[src/rtl/fp_sign_unit_pipe_pkg.sv]
// Shared FPU definitions: sign-op codes, operand class flags and the classifier.
package fp_pkg;

    // Widest exponent/fraction the classifier accepts (covers single and double).
    localparam int FP_EXP_MAX = 16;
    localparam int FP_MAN_MAX = 64;

    typedef enum logic [2:0] {
        OP_MOV  = 3'd0,
        OP_NEG  = 3'd1,
        OP_ABS  = 3'd2,
        OP_CPS  = 3'd3,
        OP_NCPS = 3'd4,
        OP_XORS = 3'd5
    } sign_op_e;

    typedef struct packed {
        logic qnan;
        logic snan;
        logic inf;
        logic zero;
        logic subn;
    } fp_class_t;

    localparam int FP_CLASS_W = $bits(fp_class_t);

    // Caller zero-extends exp/frac to the maximum widths and passes the real widths;
    // the flags come out mutually exclusive by construction.
    function automatic fp_class_t fp_classify(
        input logic [FP_EXP_MAX-1:0] exp,
        input logic [FP_MAN_MAX-1:0] frac,
        input int                    exp_w,
        input int                    man_w
    );
        fp_class_t             c;
        logic [FP_EXP_MAX-1:0] mask;
        logic                  exp_ones;
        logic                  exp_zero;
        logic                  frac_nz;
        logic                  frac_msb;
        mask     = ~({FP_EXP_MAX{1'b1}} << exp_w);
        exp_ones = ((exp & mask) == mask);
        exp_zero = ((exp & mask) == '0);
        frac_nz  = (frac != '0);
        frac_msb = frac[6'(man_w - 1)];
        c        = '0;
        c.qnan   = exp_ones & frac_msb;
        c.snan   = exp_ones & ~frac_msb & frac_nz;
        c.inf    = exp_ones & ~frac_nz;
        c.zero   = exp_zero & ~frac_nz;
        c.subn   = exp_zero & frac_nz;
        return c;
    endfunction

endpackage

[src/rtl/fp_sign_unit_pipe_slice.sv]
// One valid/ready register slice. Loads whenever it is empty or its content is
// leaving this cycle, so bubbles collapse; held data never changes while stalled.
module fp_pipe_slice #(
    parameter int DW = 8
) (
    input  logic          clk,
    input  logic          rst_n,
    input  logic          i_valid,
    input  logic [DW-1:0] i_data,
    input  logic          i_ready,
    output logic          o_valid,
    output logic [DW-1:0] o_data
);

    logic          r_valid;
    logic [DW-1:0] r_data;
    logic          w_load;

    assign w_load  = ~r_valid | i_ready;
    assign o_valid = r_valid;
    assign o_data  = r_data;

    // Slice register: take a new beat (or a bubble) when the slot frees up.
    always_ff @(posedge clk or negedge rst_n) begin
        if (!rst_n) begin
            r_valid <= 1'b0;
            r_data  <= '0;
        end else if (w_load) begin
            r_valid <= i_valid;
            if (i_valid) begin
                r_data <= i_data;
            end
        end
    end

endmodule

[src/rtl/fp_sign_unit_pipe.sv]
// Pipelined IEEE-754 sign-manipulation unit. Result and class of A are computed
// combinationally ahead of stage 0; STAGES slices carry {result, tag, class}.
module fp_sign_unit_pipe
    import fp_pkg::*;
#(
    parameter int EXP_W        = 8,
    parameter int MAN_W        = 23,
    parameter int STAGES       = 2,
    parameter int TAG_W        = 5,
    parameter int NEG_ZERO_POS = 1
) (
    input  logic                     clk,
    input  logic                     rst_n,
    input  logic                     in_valid,
    output logic                     in_ready,
    input  logic [2:0]               in_op,
    input  logic [EXP_W+MAN_W:0]     in_a,
    input  logic [EXP_W+MAN_W:0]     in_b,
    input  logic [TAG_W-1:0]         in_tag,
    output logic                     out_valid,
    input  logic                     out_ready,
    output logic [EXP_W+MAN_W:0]     out_result,
    output logic [TAG_W-1:0]         out_tag,
    output logic                     out_qnan,
    output logic                     out_snan,
    output logic                     out_inf,
    output logic                     out_zero,
    output logic                     out_subn
);

    localparam int W  = 1 + EXP_W + MAN_W;
    localparam int DW = W + TAG_W + FP_CLASS_W;

    logic            r_rst_done;
    logic            w_s;
    logic            w_sb;
    logic            w_new_sign;
    logic [W-2:0]    w_mag;
    logic [W-1:0]    w_res;
    fp_class_t       w_cls;
    fp_class_t       w_out_cls;
    logic [DW-1:0]   w_pack;
    logic            w_unused_b;

    logic [STAGES-1:0] w_vld;
    logic [DW-1:0]     w_dat [STAGES];
    logic [STAGES:0]   w_rdy;

    assign w_s        = in_a[W-1];
    assign w_sb       = in_b[W-1];
    assign w_mag      = in_a[W-2:0];
    assign w_unused_b = ^in_b[W-2:0];

    // Sign selection; only the sign bit ever changes, so NaN payloads pass untouched.
    always_comb begin
        w_new_sign = w_s;
        case (in_op)
            OP_MOV:  w_new_sign = w_s;
            OP_NEG:  w_new_sign = ((NEG_ZERO_POS != 0) && (w_mag == '0)) ? 1'b0 : ~w_s;
            OP_ABS:  w_new_sign = 1'b0;
            OP_CPS:  w_new_sign = w_sb;
            OP_NCPS: w_new_sign = ~w_sb;
            OP_XORS: w_new_sign = w_s ^ w_sb;
            default: w_new_sign = w_s;
        endcase
    end

    assign w_res  = {w_new_sign, w_mag};
    assign w_cls  = fp_classify(FP_EXP_MAX'(in_a[W-2 -: EXP_W]),
                                FP_MAN_MAX'(in_a[MAN_W-1:0]), EXP_W, MAN_W);
    assign w_pack = {w_res, in_tag, w_cls};

    // Holds the input closed until the first clock after reset release.
    always_ff @(posedge clk or negedge rst_n) begin
        if (!rst_n) begin
            r_rst_done <= 1'b0;
        end else begin
            r_rst_done <= 1'b1;
        end
    end

    // Backward ready chain: a slice accepts if it is empty or everything after it moves.
    always_comb begin
        logic acc;
        acc   = out_ready;
        w_rdy = '0;
        for (int k = STAGES - 1; k >= 0; k--) begin
            w_rdy[k+1] = acc;
            acc        = ~w_vld[k] | acc;
        end
        w_rdy[0] = acc;
    end

    assign in_ready = r_rst_done & w_rdy[0];

    genvar k;
    generate
        for (k = 0; k < STAGES; k++) begin : g_stage
            logic          w_iv;
            logic [DW-1:0] w_id;
            if (k == 0) begin : g_first
                assign w_iv = in_valid & r_rst_done;
                assign w_id = w_pack;
            end else begin : g_next
                assign w_iv = w_vld[k-1];
                assign w_id = w_dat[k-1];
            end
            fp_pipe_slice #(.DW(DW)) u_slice (
                .clk     (clk),
                .rst_n   (rst_n),
                .i_valid (w_iv),
                .i_data  (w_id),
                .i_ready (w_rdy[k+1]),
                .o_valid (w_vld[k]),
                .o_data  (w_dat[k])
            );
        end
    endgenerate

    assign out_valid  = w_vld[STAGES-1];
    assign out_result = w_dat[STAGES-1][DW-1 -: W];
    assign out_tag    = w_dat[STAGES-1][FP_CLASS_W +: TAG_W];
    assign w_out_cls  = fp_class_t'(w_dat[STAGES-1][FP_CLASS_W-1:0]);
    assign out_qnan   = w_out_cls.qnan;
    assign out_snan   = w_out_cls.snan;
    assign out_inf    = w_out_cls.inf;
    assign out_zero   = w_out_cls.zero;
    assign out_subn   = w_out_cls.subn;

endmodule

[config.mk]
export PLATFORM = sky130hd
export DESIGN_NAME = fp_sign_unit_pipe
export DESIGN_NICKNAME = d
export VERILOG_FILES = /design/src/rtl/fp_sign_unit_pipe_pkg.sv /design/src/rtl/fp_sign_unit_pipe_slice.sv /design/src/rtl/fp_sign_unit_pipe.sv
export SDC_FILE = /design/constraint.sdc
export NUM_CORES = 1
export LEC_CHECK = 0
export ABC_AREA = 1
export CAP_MARGIN = 20
export CORE_MARGIN = 3
export CORE_UTILIZATION = 50
export CTS_BUF_LIST = sky130_fd_sc_hd__clkbuf_4 sky130_fd_sc_hd__clkbuf_8 sky130_fd_sc_hd__clkbuf_16
export CTS_CLUSTER_DIAMETER = 30
export DETAILED_ROUTE_END_ITERATION = 6
export GPL_TIMING_DRIVEN = 0
export HOLD_SLACK_MARGIN = 0.06
export MAX_ROUTING_LAYER = met4
export PLACE_DENSITY = 0.91
export RECOVER_POWER = 25
export SLEW_MARGIN = 20
export SYNTH_ARGS = -nofsm -noshare
export SYNTH_HDL_FRONTEND = slang
export SYNTH_HIERARCHICAL = 1
export SYNTH_SLANG_ARGS = --single-unit
[constraint.sdc]
create_clock -name clk -period 1.6 [get_ports clk]
set_clock_uncertainty 0.05 [all_clocks]
set_input_delay 0.16 -clock clk [delete_from_list [all_inputs] [get_ports clk]]
set_output_delay 0.16 -clock clk [all_outputs]
set_load 0.03 [all_outputs]
==> summary.txt, run 1 <==
Clock tree
  • Clock transition at path regs: 0.08 ns
  • Total clock sinks: 87
  • Clk buf depth: 2
  • Htree depth: 3
  • Clk Latency, worst-skew pair: 0.34 ns
  • TritonCTS clock tree: done
  • Clock root buffer: clkbuf_8
  • Post-CTS Setup Inserts: 0
  • TritonCTS Buffers: 9

Synthesis
  • Synthesis-stage register bit count: 87
  • Ys Warns: 6
  • Register area share after synthesis: 57.44%
  • Async set or reset register ratio after synthesis: 100.0%
  • Synth top area share: 57.44%
  • Post-synth design cell area: 3790 um2
  • Cells after Synth: 445
  • Yosys cell types: 19
  • Most common cell in the synthesized netlist: nand2_1
  • Top cells by count, synth: 190 x nand2_1, 87 x dfrtp_1, 87 x nand3_1
  • Dominant cells by area after synthesis: dfrtp_1 57%, nand2_1 19%, nand3_1 11%, nor2_1 2.6%, buf_6 2.4%
  • Avg Synthesized Cell Area: 8.517 um2
  • Net Count, Synth: 521
  • Number of synthesized flops with an enable pin: 0
  • Ys flop type: dfrtp_1
  • Area leader, netlist: dfrtp_1

Timing
  • Min Hold Slack: 0.3223 ns
  • Final setup viols: 0
  • Post-layout min period: 1.407 ns
  • Relative slew slack: 41.40%
  • Fin. max-slew vios: 0
  • Final hold violations: 0
  • Fmax achieved: 0.7108 GHz
  • Worst-margin pin slew: 0.8789 ns
  • RSZ-0062 raised after global routing: false
  • Fin crit share: 87.93%

Critical path
  • CP top delay family: buffers and inverters
  • CP Class: flop to output pin
  • Worst-path cell chain: dlygate4sd2_1
  • WP data required: 1.39 ns
  • Critical Path End Type: output pin
  • Worst Path Buf+Inv: 1
  • Critical path peak fanout: 4
  • Arr. time, crit path: 1.20 ns
  • Worst path max stage delay: 0.44 ns
  • Worst setup SP type: flop
  • Critical path's slowest cell: dlygate4sd2_1

Detailed routing
  • Per-cell routed wire length: 13.65 um
  • Initial DRC count: 161
  • Vias per cell: 5.108
  • Drt first pass iters: 4
  • DRT Wirelength: 8846 um
  • DR vias: 3310
  • DR DRC count: 0
  • ANT nets after route: 0

Global routing
  • Largest net degree at the start of global routing: 55
  • Grt ovf: 0
  • Total Routing Usage GR: 22.15%
  • First-pass GRT wire length: 14650 um
  • Number of global-route vias before repair: 3251
  • Initial antenna violation count: 0

Floorplan
  • CORE AREA: 7292 um2
  • Die height: 93.06 um
  • Initial Util: 51.97%
  • Die Wd: 93.06 um
  • Number of I/O pins: 120
  • Die Footprint: 8660 um2
  • Rows: 31

Placement
  • # port buffers: 88
  • GP Congestion: 0.8341
  • HPWL Detailed: 6546 um

Power and ir drop
  • VDD IR max: 0.4814 mV
  • P per Cell Area: 1206 nW/um2
  • Leak: 0.003018 uW

Cells and area
  • Fillers: 584
  • Final #Nets: 622
  • Final core occ: 69.58%
  • Layout cells sized above 1: 9.836%
  • Antenna diodes: 0
  • Layout area overhead: 33.87%

Job
  • Max-cap violations: 0

Run status
  • Status: completed

Min path
  • HP Class: input port to flop
cell families (layout without fill, tap and decap cells):
kind of cell	count (synthesis)	in the layout	synth area share (%)
AO/OA/AOI/OAI	2	2	0.2641
XOR/XNOR	2	2	0.4623
buffers and inverters	39	143	6.306
flip-flops	87	87	57.44
other	1	1	0.09895
AND/OR/NAND/NOR	314	314	35.42
flip-flops by register name (all words and copies together) (netlist names):
name                     flops
g_stage.u_slice/o_data      84
g_stage.u_slice/o_valid      2
r_rst_done                   1
report_power, final:
group / internal (uW) / switching (uW)
registers: 2580 / 207
logic: 672 / 1070
clock network: 878 / 714
final timing paths:
path                                                from                            end  slack, ns  cells after the start
setup / recovery              g_stage[1].u_slice/o_valid                      out_valid       0.19                      1
hold / removal                                 in_tag[1]   g_stage[0].u_slice/o_data[6]       0.32                      3
setup reg to reg              g_stage[1].u_slice/o_valid  g_stage[0].u_slice/o_data[37]       0.38                      7
hold reg to reg            g_stage[1].u_slice/o_data[27]  g_stage[1].u_slice/o_data[27]       0.42                      2
max in group asynchronous                          rst_n   g_stage[1].u_slice/o_data[4]       0.33                      3
min in group asynchronous                          rst_n  g_stage[1].u_slice/o_data[25]       0.42                      2
cells in the final DEF, fill, tap and decap left out, drive strengths merged, types with 2 or more instances in the layout:
| cell type | instances |
|---|---|
| buf | 27 |
| bufinv | 2 |
| clkbuf | 12 |
| clkdlybuf4s50 | 43 |
| dfrtp | 87 |
| dlygate4sd2 | 16 |
| dlymetal6s2s | 27 |
| inv | 13 |
| nand2 | 194 |
| nand3 | 87 |
| nand4 | 2 |
| nor2 | 28 |
| nor4 | 2 |
| o21ai | 2 |
layer usage:
metal / GRT usage (%) / part of all wire, % / vias to the layer above / wire, um
li1: - / - / 1616 / -
met2: 36.53 / 52 / 97 / 4593
met1: 27.24 / 42 / 1582 / 3682
met5: - / 0 / - / 0
met3: 4.505 / 4.7 / 15 / 420
met4: 8.059 / 1.7 / 0 / 149
per-stage QoR:
stage	setup TNS (ns)	worst slack, ns	area (um2)	total power, uW	cells
after global routing	0	0.1219	5074	6447	648
after global placement	-220.66	-2.538	4795	4600	632
after CTS	0	0.001462	5014	6197	648
final	0	0.1931	5074	6117	648
after floorplan	0	0.3446	3790	3819	445
after detailed placement	-0.2220	-0.1629	4820	4675	633
what timing repair did:
| action | 4_1_cts | 5_1_grt |
|---|---|---|
| resized for setup | 18 | 28 |
| hold buffers | 1 | 0 |
| endpoints found under the hold margin | 33 | 0 |
| endpoints found under the setup margin | 17 | 28 |
final cells by class:
cell class | count | area [um2] | area share (%)
flip-flops and latches | 87 | 2177 | 42.91
multi-input cells | 319 | 1374 | 27.08
repair buffers | 90 | 955.9 | 18.84
plain buffers | 26 | 190.2 | 3.748
clock buffers | 10 | 131.4 | 2.589
well taps | 99 | 123.9 | 2.441
clock inverters | 4 | 72.57 | 1.430
inverters | 13 | 48.80 | 0.9618
(Power assumes the default switching activity.)
==> run 2: changes to the inputs <==
--- a/config.mk
+++ b/config.mk
@@ -5,7 +5,6 @@
 export SDC_FILE = /design/constraint.sdc
 export NUM_CORES = 1
 export LEC_CHECK = 0
-export ABC_AREA = 1
 export CAP_MARGIN = 20
 export CORE_MARGIN = 3
 export CORE_UTILIZATION = 50
==> run 2 against run 1 <==
Register-to-register slack got worse by 0.27 ns. Routed wire length fell by 18%. Combinational power rose by 29%. Hold slack got worse by 0.25 ns. Highest routed layer unchanged.
==> summary.txt, run 2 <==
Run status
  • Status: completed (unchanged)

Cells and area
  • Commonest non-fill, non-tap cell in the layout: dfrtp_1 (was nand2_1)
  • Fillers: 497 (was 584)
  • Final core occ: 69.11% (was 69.58%)
  • Number of flip-flops under the largest register name: 84 (unchanged)
  • Fin cells: 428 (was 648)
  • Most frequent cells in the layout: 86 x dfrtp_1, 80 x mux2_4, 39 x dlygate4sd2_1, 30 x clkdlybuf4s50_1, 17 x dlymetal6s2s_1 (was 190 x nand2_1, 87 x nand3_1, 87 x dfrtp_1, 43 x clkdlybuf4s50_1, 27 x dlymetal6s2s_1)
  • Layout cells sized above 1: 37.69% (was 9.836%)
  • Final #Nets: 400 (was 622)
  • Layout area overhead: 33.23% (was 33.87%)
  • Antenna diodes: 0 (unchanged)

Clock tree
  • Clk buf depth: 2 (unchanged)
  • Htree depth: 3 (unchanged)
  • TritonCTS clock tree: done (unchanged)
  • Clock root buffer: clkbuf_8 (unchanged)
  • Total clock sinks: 87 (unchanged)
  • TritonCTS Buffers: 9 (unchanged)
  • Clock transition at path regs: 0.09 ns (was 0.08 ns)
  • Clk Latency, worst-skew pair: 0.34 ns (about the same)

Power and ir drop
  • Design Power: 6577 uW (was 6117 uW)
  • Leak: 0.002614 uW (was 0.003018 uW)
  • P per Cell Area: 1298 nW/um2 (was 1206 nW/um2)
  • VDD IR max: 0.7213 mV (was 0.4814 mV)

Floorplan
  • Initial Util: 51.87% (was 51.97%)
  • Rows: 31 (unchanged)
  • Die Footprint: 8687 um2 (was 8660 um2)
  • Die Wd: 93.21 um (was 93.06 um)
  • Number of I/O pins: 120 (unchanged)
  • CORE AREA: 7331 um2 (was 7292 um2)
  • Die height: 93.21 um (was 93.06 um)

Detailed routing
  • Drt first pass iters: 4 (unchanged)
  • DRT Wirelength: 7295 um (was 8846 um)
  • Per-cell routed wire length: 17.04 um (was 13.65 um)
  • Met1 WL: 3265 um (was 3682 um)
  • Highest routed layer: met4 (unchanged)
  • Met3 routed wirelength: 258 um (was 420 um)
  • ANT nets after route: 0 (unchanged)
  • DR vias: 2158 (was 3310)
  • Routed wl met2: 3692 um (was 4593 um)
  • DR DRC count: 0 (unchanged)
  • Vias per cell: 5.042 (was 5.108)
  • Initial DRC count: 50 (was 161)

Global routing
  • First-pass GRT wire length: 11670 um (was 14650 um)
  • Initial antenna violation count: 0 (unchanged)
  • Grt ovf: 0 (unchanged)
  • Largest net degree at the start of global routing: 55 (unchanged)
  • Total Routing Usage GR: 17.97% (was 22.15%)
  • Number of global-route vias before repair: 2350 (was 3251)

Synthesis
  • Synthesis-stage register bit count: 87 (unchanged)
  • Register area share after synthesis: 57.26% (was 57.44%)
  • Number of synthesized flops with an enable pin: 0 (unchanged)
  • Synth top area share: 57.26% (was 57.44%)
  • Dominant cells by area after synthesis: dfrtp_1 57%, mux2_4 32%, buf_6 2.4%, mux2_2 1.2%, nor4_1 1.2% (was dfrtp_1 57%, nand2_1 19%, nand3_1 11%, nor2_1 2.6%, buf_6 2.4%)
  • Ys Warns: 6 (unchanged)
  • Net Count, Synth: 297 (was 521)
  • Ys flop type: dfrtp_1 (unchanged)
  • Cells after Synth: 221 (was 445)
  • Most common cell in the synthesized netlist: dfrtp_1 (was nand2_1)
  • Yosys cell types: 26 (was 19)
  • Avg Synthesized Cell Area: 17.21 um2 (was 8.517 um2)
  • Top cells by count, synth: 87 x dfrtp_1, 80 x mux2_4, 8 x buf_6 (was 190 x nand2_1, 87 x dfrtp_1, 87 x nand3_1)
  • Area leader, netlist: dfrtp_1 (unchanged)
  • Post-synth design cell area: 3802 um2 (was 3790 um2)
  • Async set or reset register ratio after synthesis: 100.0% (unchanged)

Timing
  • Fin. max-slew vios: 0 (unchanged)
  • Post-layout min period: 1.526 ns (was 1.407 ns)
  • Final setup viols: 0 (unchanged)
  • Final hold violations: 0 (unchanged)
  • Setup TNS: 0 ns (unchanged)
  • Fin crit share: 95.39% (was 87.93%)
  • Fmax achieved: 0.6552 GHz (was 0.7108 GHz)
  • Relative slew slack: 42.17% (was 41.40%)
  • Worst-margin pin slew: 0.8674 ns (was 0.8789 ns)

Critical path
  • Arr. time, crit path: 1.70 ns (was 1.20 ns)
  • CP Class: input port to flop (was flop to output pin)
  • WP data required: 1.78 ns (was 1.39 ns)
  • Worst setup SP type: input port (was flop)
  • Critical Path End Type: flop (was output pin)
  • CP top delay family: simple AND/OR/NAND/NOR gates (was buffers and inverters)
  • Worst path max stage delay: 0.48 ns (was 0.44 ns)
  • Worst-path cell chain: clkdlybuf4s50_1, nor4_2, nand2_1, nor3_2, o211ai_1, mux2_2 (was dlygate4sd2_1)
  • Critical path's slowest cell: clkdlybuf4s50_1 (was dlygate4sd2_1)
  • Worst Path Buf+Inv: 1 (unchanged)
  • Critical path peak fanout: 3 (was 4)

Job
  • Max-cap violations: 0 (unchanged)

Placement
  • Dpl cells: 409 (was 633)
  • # port buffers: 88 (unchanged)
  • GP Congestion: 0.7040 (was 0.8341)
  • HPWL Detailed: 5342 um (was 6546 um)

Min path
  • HP Class: input port to flop (unchanged)
[run 2: changes by cell type after synthesis, moves of 7 or more]
cell | before | now
nand3_1 | 87 | 0
inv_1 | 9 | 2
nor2_1 | 26 | 2
mux2_4 | 0 | 80
nand2_1 | 190 | 4
buf_2 | 14 | 0
[run 2: layer usage]
metal / global-route usage, % / vias up
li1: - / 1001
met1: 23.55 / 1094
met2: 28.49 / 56
met3: 2.977 / 7
met4: 6.593 / 0
met5: - / -
[run 2: per-stage QoR]
| stage | setup slack, ns | hold slack (ns) | area [um2] |
|---|---|---|---|
| 2_1_floorplan | 0.03517 | -0.1856 | 3802 |
| 3_3_place_gp | -2.663 | 0.4338 | 4807 |
| 3_5_place_dp | -0.5324 | 0.08719 | 4832 |
| 5_1_grt | -0.02998 | 0.07268 | 5066 |
| 4_1_cts | 0.001607 | 0.1713 | 4999 |
| 6_report | 0.07372 | 0.07074 | 5066 |
[run 2: path summary, 6_finish.rpt]
check | cells after the start | slack [ns] | startpoint | end
hold reg to reg | 1 | 0.46 | g_stage[1].u_slice/o_data[19] | g_stage[1].u_slice/o_data[19]
setup reg to reg | 5 | 0.11 | g_stage[1].u_slice/o_valid | g_stage[0].u_slice/o_data[23]
min in group asynchronous | 2 | 0.41 | rst_n | g_stage[1].u_slice/o_data[20]
setup / recovery | 6 | 0.07 | in_a[23] | g_stage[0].u_slice/o_data[41]
hold / removal | 2 | 0.07 | in_a[18] | g_stage[0].u_slice/o_data[28]
max in group asynchronous | 3 | 0.35 | rst_n | g_stage[0].u_slice/o_data[40]
[run 2: final cells by class]
type	instances	area, um2	area share (%)
multi-input cells	124	1563	30.85
clock buffers	10	137.6	2.717
flip-flops and latches	87	2178	43.00
inverters	2	7.507	0.1482
plain buffers	8	90.09	1.778
repair buffers	92	923.4	18.23
well taps	99	123.9	2.445
clock inverters	6	42.54	0.8397
[run 2: worst reg2reg max path, stage by stage (launching register included)]
cell and delay (ns):
dfrtp_1 0.43, nand2b_1 0.09, nand2b_4 0.16, nand2_4 0.13, buf_6 0.20, mux2_4 0.32
[run 2: what timing repair did]
action	in CTS	in global routing
endpoints found under the hold margin	33	0
hold buffers	1	0
endpoints found under the setup margin	40	11
gates resized for setup	45	20
pin swaps	5	6
buffers inserted	1	1
[run 2: cell families after synthesis]
family          synth area share (%)
other cells                  0.09862
compound gates                0.8555
simple gates                   6.450
buf+inv                        2.567
flops                          57.26
mux                            32.77
[run 2: where the power goes]
group	total [uW]	internal (uW)	leakage [uW]	switching (uW)
sequential	2960	2680	0.00105	279
clock	1380	612	0.0000891	770
combinational	2240	1130	0.00148	1110
==> run 3: changes to the inputs <==
--- a/config.mk
+++ b/config.mk
@@ -16,7 +16,6 @@
 export MAX_ROUTING_LAYER = met4
 export PLACE_DENSITY = 0.91
 export RECOVER_POWER = 25
-export SLEW_MARGIN = 20
 export SYNTH_ARGS = -nofsm -noshare
 export SYNTH_HDL_FRONTEND = slang
 export SYNTH_HIERARCHICAL = 1
==> results of run 3 <==
No change in the layout: final DEF, timing and power equal those of run 2.
